File: config.mk
export PLATFORM = sky130hd
export DESIGN_NAME = out_video_pipe
export DESIGN_NICKNAME = d
export VERILOG_FILES = /design/src/rtl/out_video_pipe.sv
export SDC_FILE = /design/constraint.sdc
export NUM_CORES = 1
export LEC_CHECK = 0
export BUFFER_PORTS_ARGS = -buffer_cell sky130_fd_sc_hd__clkbuf_2
export CORE_ASPECT_RATIO = 1.5
export CORE_MARGIN = 2
export CORE_UTILIZATION = 57
export CTS_CLUSTER_DIAMETER = 50
export DETAILED_ROUTE_END_ITERATION = 6
export PLACE_DENSITY = 0.84
export SETUP_SLACK_MARGIN = 0.5
export SYNTH_ARGS = -nofsm -noshare
export SYNTH_HDL_FRONTEND = slang
export SYNTH_SLANG_ARGS = --single-unit
File: constraint.sdc
create_clock -name CLK -period 2.3 [get_ports CLK]
set_input_delay 0.345 -clock CLK [delete_from_list [all_inputs] [get_ports CLK]]
set_output_delay 0.345 -clock CLK [all_outputs]
set_load 0.01 [all_outputs]
File: src/rtl/out_video_pipe.sv
// Output video stage: LATENCY-deep delay of sync/DE/RGB with per-pixel X/Y, SOF and blanking.
// Optional crosshair overlay when OUT_VIDEO_MARKER_EN is defined.
module out_video_pipe #(
  parameter int PIXEL_WIDTH = 8,
  parameter int LATENCY     = 2,
  parameter int HCNT_WIDTH  = 12,
  parameter int VCNT_WIDTH  = 11,
  parameter bit VSYNC_POL   = 1'b1,
  parameter bit BLANK       = 1'b1
) (
  input  logic                     CLK,
  input  logic                     RST_N,
  input  logic                     iHSYNC,
  input  logic                     iVSYNC,
  input  logic                     iDE,
  input  logic [PIXEL_WIDTH-1:0]   iR0,
  input  logic [PIXEL_WIDTH-1:0]   iG0,
  input  logic [PIXEL_WIDTH-1:0]   iB0,
`ifdef OUT_VIDEO_MARKER_EN
  input  logic                     iMARK_ON,
  input  logic [HCNT_WIDTH-1:0]    iMARK_X,
  input  logic [VCNT_WIDTH-1:0]    iMARK_Y,
  input  logic [3*PIXEL_WIDTH-1:0] iMARK_RGB,
`endif
  output logic                     oHSYNC,
  output logic                     oVSYNC,
  output logic                     oDE,
  output logic [PIXEL_WIDTH-1:0]   oR0,
  output logic [PIXEL_WIDTH-1:0]   oG0,
  output logic [PIXEL_WIDTH-1:0]   oB0,
  output logic [HCNT_WIDTH-1:0]    oX,
  output logic [VCNT_WIDTH-1:0]    oY,
  output logic                     oSOF
);

  localparam int CW = 3 * PIXEL_WIDTH;

  logic                  hs_q  [LATENCY];
  logic                  vs_q  [LATENCY];
  logic                  de_q  [LATENCY];
  logic                  sof_q [LATENCY];
  logic [CW-1:0]         rgb_q [LATENCY];
  logic [HCNT_WIDTH-1:0] x_q   [LATENCY];
  logic [VCNT_WIDTH-1:0] y_q   [LATENCY];

  logic                  hs_d  [LATENCY];
  logic                  vs_d  [LATENCY];
  logic                  de_d  [LATENCY];
  logic                  sof_d [LATENCY];
  logic [CW-1:0]         rgb_d [LATENCY];
  logic [HCNT_WIDTH-1:0] x_d   [LATENCY];
  logic [VCNT_WIDTH-1:0] y_d   [LATENCY];

  logic                  vs_act;
  logic                  vs_rise;
  logic                  vs_prev_q;
  logic                  first_line_q;
  logic                  first_line_d;
  logic [HCNT_WIDTH-1:0] x_nxt;
  logic [VCNT_WIDTH-1:0] y_nxt;
  logic                  sof_nxt;
  logic [CW-1:0]         rgb_last;

`ifdef OUT_VIDEO_MARKER_EN
  logic                  mark_on_q;
  logic [HCNT_WIDTH-1:0] mark_x_q;
  logic [VCNT_WIDTH-1:0] mark_y_q;
  logic [CW-1:0]         mark_rgb_q;
`endif

  assign vs_act  = iVSYNC ^ ~VSYNC_POL;
  assign vs_rise = vs_act & ~vs_prev_q;

  // Stage 0 doubles as the coordinate state; de_q[0] is the previous DE.
  always_comb begin
    x_nxt        = x_q[0];
    y_nxt        = y_q[0];
    sof_nxt      = 1'b0;
    first_line_d = first_line_q;
    if (iDE) begin
      if (!de_q[0]) begin
        x_nxt = '0;
        if (first_line_q) begin
          y_nxt        = '0;
          sof_nxt      = 1'b1;
          first_line_d = 1'b0;
        end else if (y_q[0] != '1) begin
          y_nxt = y_q[0] + 1'b1;
        end
      end else if (x_q[0] != '1) begin
        x_nxt = x_q[0] + 1'b1;
      end
    end
    if (vs_rise) first_line_d = 1'b1;
  end

  always_comb begin
    hs_d[0]  = iHSYNC;
    vs_d[0]  = iVSYNC;
    de_d[0]  = iDE;
    sof_d[0] = sof_nxt;
    rgb_d[0] = {iR0, iG0, iB0};
    x_d[0]   = x_nxt;
    y_d[0]   = y_nxt;
    for (int k = 1; k < LATENCY; k++) begin
      hs_d[k]  = hs_q[k-1];
      vs_d[k]  = vs_q[k-1];
      de_d[k]  = de_q[k-1];
      sof_d[k] = sof_q[k-1];
      rgb_d[k] = rgb_q[k-1];
      x_d[k]   = x_q[k-1];
      y_d[k]   = y_q[k-1];
    end
  end

  // Overlay first, then blanking, so the marker can never leak into blanking.
  always_comb begin
    rgb_last = rgb_d[LATENCY-1];
`ifdef OUT_VIDEO_MARKER_EN
    if (mark_on_q && de_d[LATENCY-1] &&
        (x_d[LATENCY-1] == mark_x_q || y_d[LATENCY-1] == mark_y_q)) begin
      rgb_last = mark_rgb_q;
    end
`endif
    if (BLANK && !de_d[LATENCY-1]) rgb_last = '0;
  end

  always_ff @(posedge CLK or negedge RST_N) begin
    if (!RST_N) begin
      first_line_q <= 1'b1;
      vs_prev_q    <= 1'b0;
      for (int k = 0; k < LATENCY; k++) begin
        hs_q[k]  <= 1'b0;
        vs_q[k]  <= 1'b0;
        de_q[k]  <= 1'b0;
        sof_q[k] <= 1'b0;
        rgb_q[k] <= '0;
        x_q[k]   <= '0;
        y_q[k]   <= '0;
      end
`ifdef OUT_VIDEO_MARKER_EN
      mark_on_q  <= 1'b0;
      mark_x_q   <= '0;
      mark_y_q   <= '0;
      mark_rgb_q <= '0;
`endif
    end else begin
      first_line_q <= first_line_d;
      vs_prev_q    <= vs_act;
      for (int k = 0; k < LATENCY; k++) begin
        hs_q[k]  <= hs_d[k];
        vs_q[k]  <= vs_d[k];
        de_q[k]  <= de_d[k];
        sof_q[k] <= sof_d[k];
        rgb_q[k] <= (k == LATENCY - 1) ? rgb_last : rgb_d[k];
        x_q[k]   <= x_d[k];
        y_q[k]   <= y_d[k];
      end
`ifdef OUT_VIDEO_MARKER_EN
      // Latch only at frame start so a mid-frame change cannot tear the crosshair.
      if (vs_rise) begin
        mark_on_q  <= iMARK_ON;
        mark_x_q   <= iMARK_X;
        mark_y_q   <= iMARK_Y;
        mark_rgb_q <= iMARK_RGB;
      end
`endif
    end
  end

  assign oHSYNC = hs_q[LATENCY-1];
  assign oVSYNC = vs_q[LATENCY-1];
  assign oDE    = de_q[LATENCY-1];
  assign oSOF   = sof_q[LATENCY-1];
  assign oX     = x_q[LATENCY-1];
  assign oY     = y_q[LATENCY-1];
  assign oR0    = rgb_q[LATENCY-1][CW-1 -: PIXEL_WIDTH];
  assign oG0    = rgb_q[LATENCY-1][2*PIXEL_WIDTH-1 -: PIXEL_WIDTH];
  assign oB0    = rgb_q[LATENCY-1][PIXEL_WIDTH-1:0];

endmodule
Yosys cells after proc, flatten, opt, wreduce, memory -nomap -nowiden:

Index checks and enable logic that the tools add are counted.

* flip-flop bits (word level): 103
* bits of input ports: 29
* word-level logic and storage cells: 40
* output and inout port bits: 51

* add/sub/neg operators: 2
* mux-type cells: 11
* reduce and logical (&&, ||, !) cells: 5
* bitwise logic cells: 3
* equality and inequality tests: 4

Operators by type and width (number)
* $mux 12: 2
* $mux 24: 1
* $mux 11: 2
* $add 12x1->12 const B: 1
* $ne 12x12->1 const B: 1
* $add 11x1->11 const B: 1
* $ne 11x11->1 const B: 1
* $mux 1: 6
* $ne 2x1->1 const B: 2
* $reduce_and 2->1: 2
* $reduce_bool 2->1: 2
* $reduce_and 3->1: 1
* $not 1->1: 2
* $and 1x1->1: 1

Logic depth before layout (Yosys ltp):

* depth after elaboration: 4
* depth in mapped cells: 6
* depth with buffers taken out: 5

Worst setup path after synthesis:

OpenSTA, ideal clock, no wires.

* path kind: register to register
* start: reg x_q, in the netlist x_d[0]
* end: reg x_q, in the netlist x_d[9]
* setup time: 0.110 ns
* stages on the path, launching flop included: 7
* data required time: 2.190 ns
* clock period less this slack: 1.492 ns
* slack: 0.808 ns
* buffers on the path: 1
* arrival time: 1.382 ns
* path through: dfrtp_1 -> ha_1 -> nand3_1 -> o41ai_2 -> buf_4 -> o21ai_0 -> o41ai_1

* cells in the longest elaborated chain, start to end: 3
* elaborated cells on any way between the ends: 6
* those cells by class: add/sub: 1; eq/ne: 2; mux: 2; reduce/logical: 1

Ends and longest elaborated chain
* from (decl): line 43 `logic [HCNT_WIDTH-1:0] x_q [LATENCY];`
* from (signal, indexed assignment): line 156 `x_q[k] <= x_d[k];`
* $add 12x1->12 / $ne 12x12->1 (equally long branches): line 91, 90
* $mux 12 / $ne 2x1->1 (equally long branches)
* $mux 12 / $reduce_and 2->1 (equally long branches)

Several ways; a longest one is shown, not always the timed one. The select of a mux whose other input is x is not followed.
A chain may end at the register's enable or synchronous reset.

Worst setup path after layout:

Same ends and word-level chain as after synthesis.

==> results.json <==
{
  "synthFlopType": "dfrtp_1",
  "tritoncts": "done",
  "whs_path_depth": 1,
  "clock-sinks": 103,
  "first_iter_violations": 256,
  "root_buffer": "clkbuf_8",
  "first_global_vias": 2292,
  "syn_nets": 286,
  "synthArstFlopShare_pct": 100.0,
  "via_count": 2350,
  "synth_edf_count": 0,
  "grt_max_degree": 50,
  "instances_no_fill": 419,
  "layout_setup_ws_ps": 543.1,
  "timing.rr.start": "x_d[0]$_DFFE_PN0P_",
  "antenna_found_initial": 0,
  "worstHoldEndpoint": "rgb_d[4]$_DFF_PN0_",
  "hold_path_startpoint": "iB0[4]",
  "dieArea_um2": 6805,
  "r2r_end": "x_d[9]$_DFFE_PN0P_",
  "grt_use_total_pct": 21.82,
  "fmax_mhz": 569.2,
  "total_power_mw": 3.412,
  "yosysTopAreaCellShare_pct": 72.83,
  "worst_pin_slew_ps": 447.8,
  "gp_congestion": 0.8957,
  "reg2reg_depth": 5,
  "syn_area_um2": 3505,
  "io_pins": 80,
  "synth-xor-area-share_pct": 0,
  "synth_fa_ha_area_share_pct": 0.7140,
  "synthSimpleGateAreaFrac_pct": 12.82,
  "synth.largest_area_cell": "dfrtp_1",
  "finalNetCount": 372,
  "cp_slowest_stage_delay_ps": 450,
  "initial_core_util_pct": 57.99,
  "synth_compound_area_share_pct": 10.42,
  "p_per_area_nw_per_um2": 805.0,
  "ant_nets": 0,
  "min-delay-path-class": "primary input to register",
  "setup_viol": 0,
  "skew_ps": 10.26,
  "avgSynthCellArea_um2": 13.74,
  "worst_setup_path_end_kind": "register",
  "finalHoldViolCount": 0,
  "drive_gt1_share_pct": 31.88,
  "clkSlewWorstSetupHoldPaths_ps": 100,
  "synthTopCellsByArea": "dfrtp_1, and2_1, nand3_1",
  "placedCellCount": 402,
  "tns_ps": 0,
  "rsz0062_at_grt": "true",
  "fp.coreArea_um2": 6043,
  "overflow": 0,
  "synth_mux_area_share_pct": 0.2856,
  "multiInputGateArea_um2": 868.3,
  "die_w_um": 68.03,
  "synth_top_family_by_area": "simple AND/OR/NAND/NOR gates",
  "cp.arrival_ps": 1990,
  "crit_family": "simple AND/OR/NAND/NOR gates",
  "clkLatencyLatePin_ps": 360,
  "cts.path.max_buffers": 2,
  "drt-wirelength-per-cell_um": 16.25,
  "regArea_um2": 2580,
  "postSynthCellCount": 255,
  "ys_ff_latch": 103,
  "fin_crit_ps": 1757,
  "synth_common_cells": "dfrtp_1, and2_1, nand2_1, nand3_1, o21ai_0",
  "crit_buf_inv": 0,
  "peakVddDrop_uv": 492.4,
  "final_core_util_pct": 70.14,
  "cap_violations": 0,
  "cp_cell_sequence": "ha_2, nand3_1, o41ai_4, or2_2, o41ai_1",
  "yosysWarnings": 0,
  "startpoint_type": "register",
  "r2r_setup_slack_ps": 540,
  "fillers": 388,
  "crit_slowest_cell": "dfrtp_1",
  "viasPerCell": 5.609,
  "areaGrowthSynthToFinish_pct": 20.96,
  "yosysSeqAreaShare_pct": 73.58,
  "relSlewSlack_pct": 69.75,
  "fin_crit_sh_pct": 76.39,
  "diodes": 0,
  "critPathKind": "register to register",
  "wl_mm": 6.810,
  "worst-path-max-fanout": 6,
  "cts_made_buffers": 9,
  "grt_first_pass_wirelength_mm": 10.92,
  "power_leakage_nw": 2.087,
  "synth.distinct_cells": 43,
  "htreeDepth": 3,
  "synth_most_common_cell": "dfrtp_1",
  "status": "finished, final reports clean",
  "place_ws_ps": 466.9,
  "drc": 0,
  "io_buffers": 79,
  "maxSlewViolCount": 0,
  "rows": 35,
  "first_pass_iters": 4,
  "crit_required_ps": 2530,
  "die_y_um": 100.0,
  "dp_hpwl_mm": 4.549
}
[flip-flops by register name, summed over array words and instances, names as in the netlist, 8 cells and up]
signal  cells
rgb_d      24
oX         12
x_d        12
oY         11
y_d        11
oB0         8
oG0         8
oR0         8
[final cells by class]
class / count / area share (%)
sequential: 103 / 60.86
multi-input combinational: 134 / 20.48
timing repair buffer: 86 / 11.07
tap: 74 / 2.184
inverter: 7 / 0.6198
clock buffer: 10 / 3.247
clock inverter: 5 / 1.535
[what timing repair did]
item	4_1_cts	5_1_grt
resized for setup	2	3
hold endpoints to repair	26	0
hold buffers	1	0
pin swaps	0	2
setup endpoints to repair	6	9
buffers inserted	0	1
[layer usage]
layer	share of wire, %	GRT usage, %
met1	38	26.49
met2	53	35.47
met3	6.1	4.821
met5	0	0
met4	2.8	12.00
[power breakdown]
part / leakage [nW] / internal, mW / switching (mW)
registers: 1.32 / 1.92 / 0.0821
clock network: 0.0969 / 0.538 / 0.603
logic: 0.671 / 0.115 / 0.153
[how the worst max path moves through the flow]
stage / startpoint / end / slack (ps) / cells after the start
final: x_d[0]$_DFFE_PN0P_ / x_d[9]$_DFFE_PN0P_ / 540 / 5
after global routing: x_d[0]$_DFFE_PN0P_ / x_d[9]$_DFFE_PN0P_ / 460 / 5
after CTS: x_d[0]$_DFFE_PN0P_ / x_d[5]$_DFFE_PN0P_ / 510 / 6
after detailed placement: x_d[0]$_DFFE_PN0P_ / x_d[5]$_DFFE_PN0P_ / 470 / 6
after global placement: x_d[0]$_DFFE_PN0P_ / x_d[3]$_DFFE_PN0P_ / 600 / 6
after floorplan: x_d[0]$_DFFE_PN0P_ / x_d[9]$_DFFE_PN0P_ / 810 / 6
[logic make-up after synthesis]
logic type / count (synthesis)
buffers and inverters: 18
AOI/OAI and AO/OA: 50
adders and majority gates: 2
DFF: 103
muxes: 1
and+or+nand+nor: 81
[metrics by stage]
stage                     cell area [um2]  hold WS, ps
final                                4239        81.88
after CTS                            4222        71.23
after detailed placement             3995        288.1
after global placement               3995        282.3
after global routing                 4239        63.37
after floorplan                      3505        49.41
[placed cells by master (no fill, tap or decap), types with 2 or more instances in the layout]
cell type and count:
nand2_1 16, clkbuf_2 78, and2_1 24, a31oi_1 3, buf_4 5, nand3_1 14, nor2_1 7, clkbuf_8 10
o31ai_1 7, clkinvlp_4 2, o41ai_1 3, inv_1 7, a21oi_1 5, nand4_1 3, and3_1 6, a41oi_1 3
o21ai_0 11, o311ai_0 5, or2_2 2, dfrtp_1 101
(Power assumes the default switching activity.)
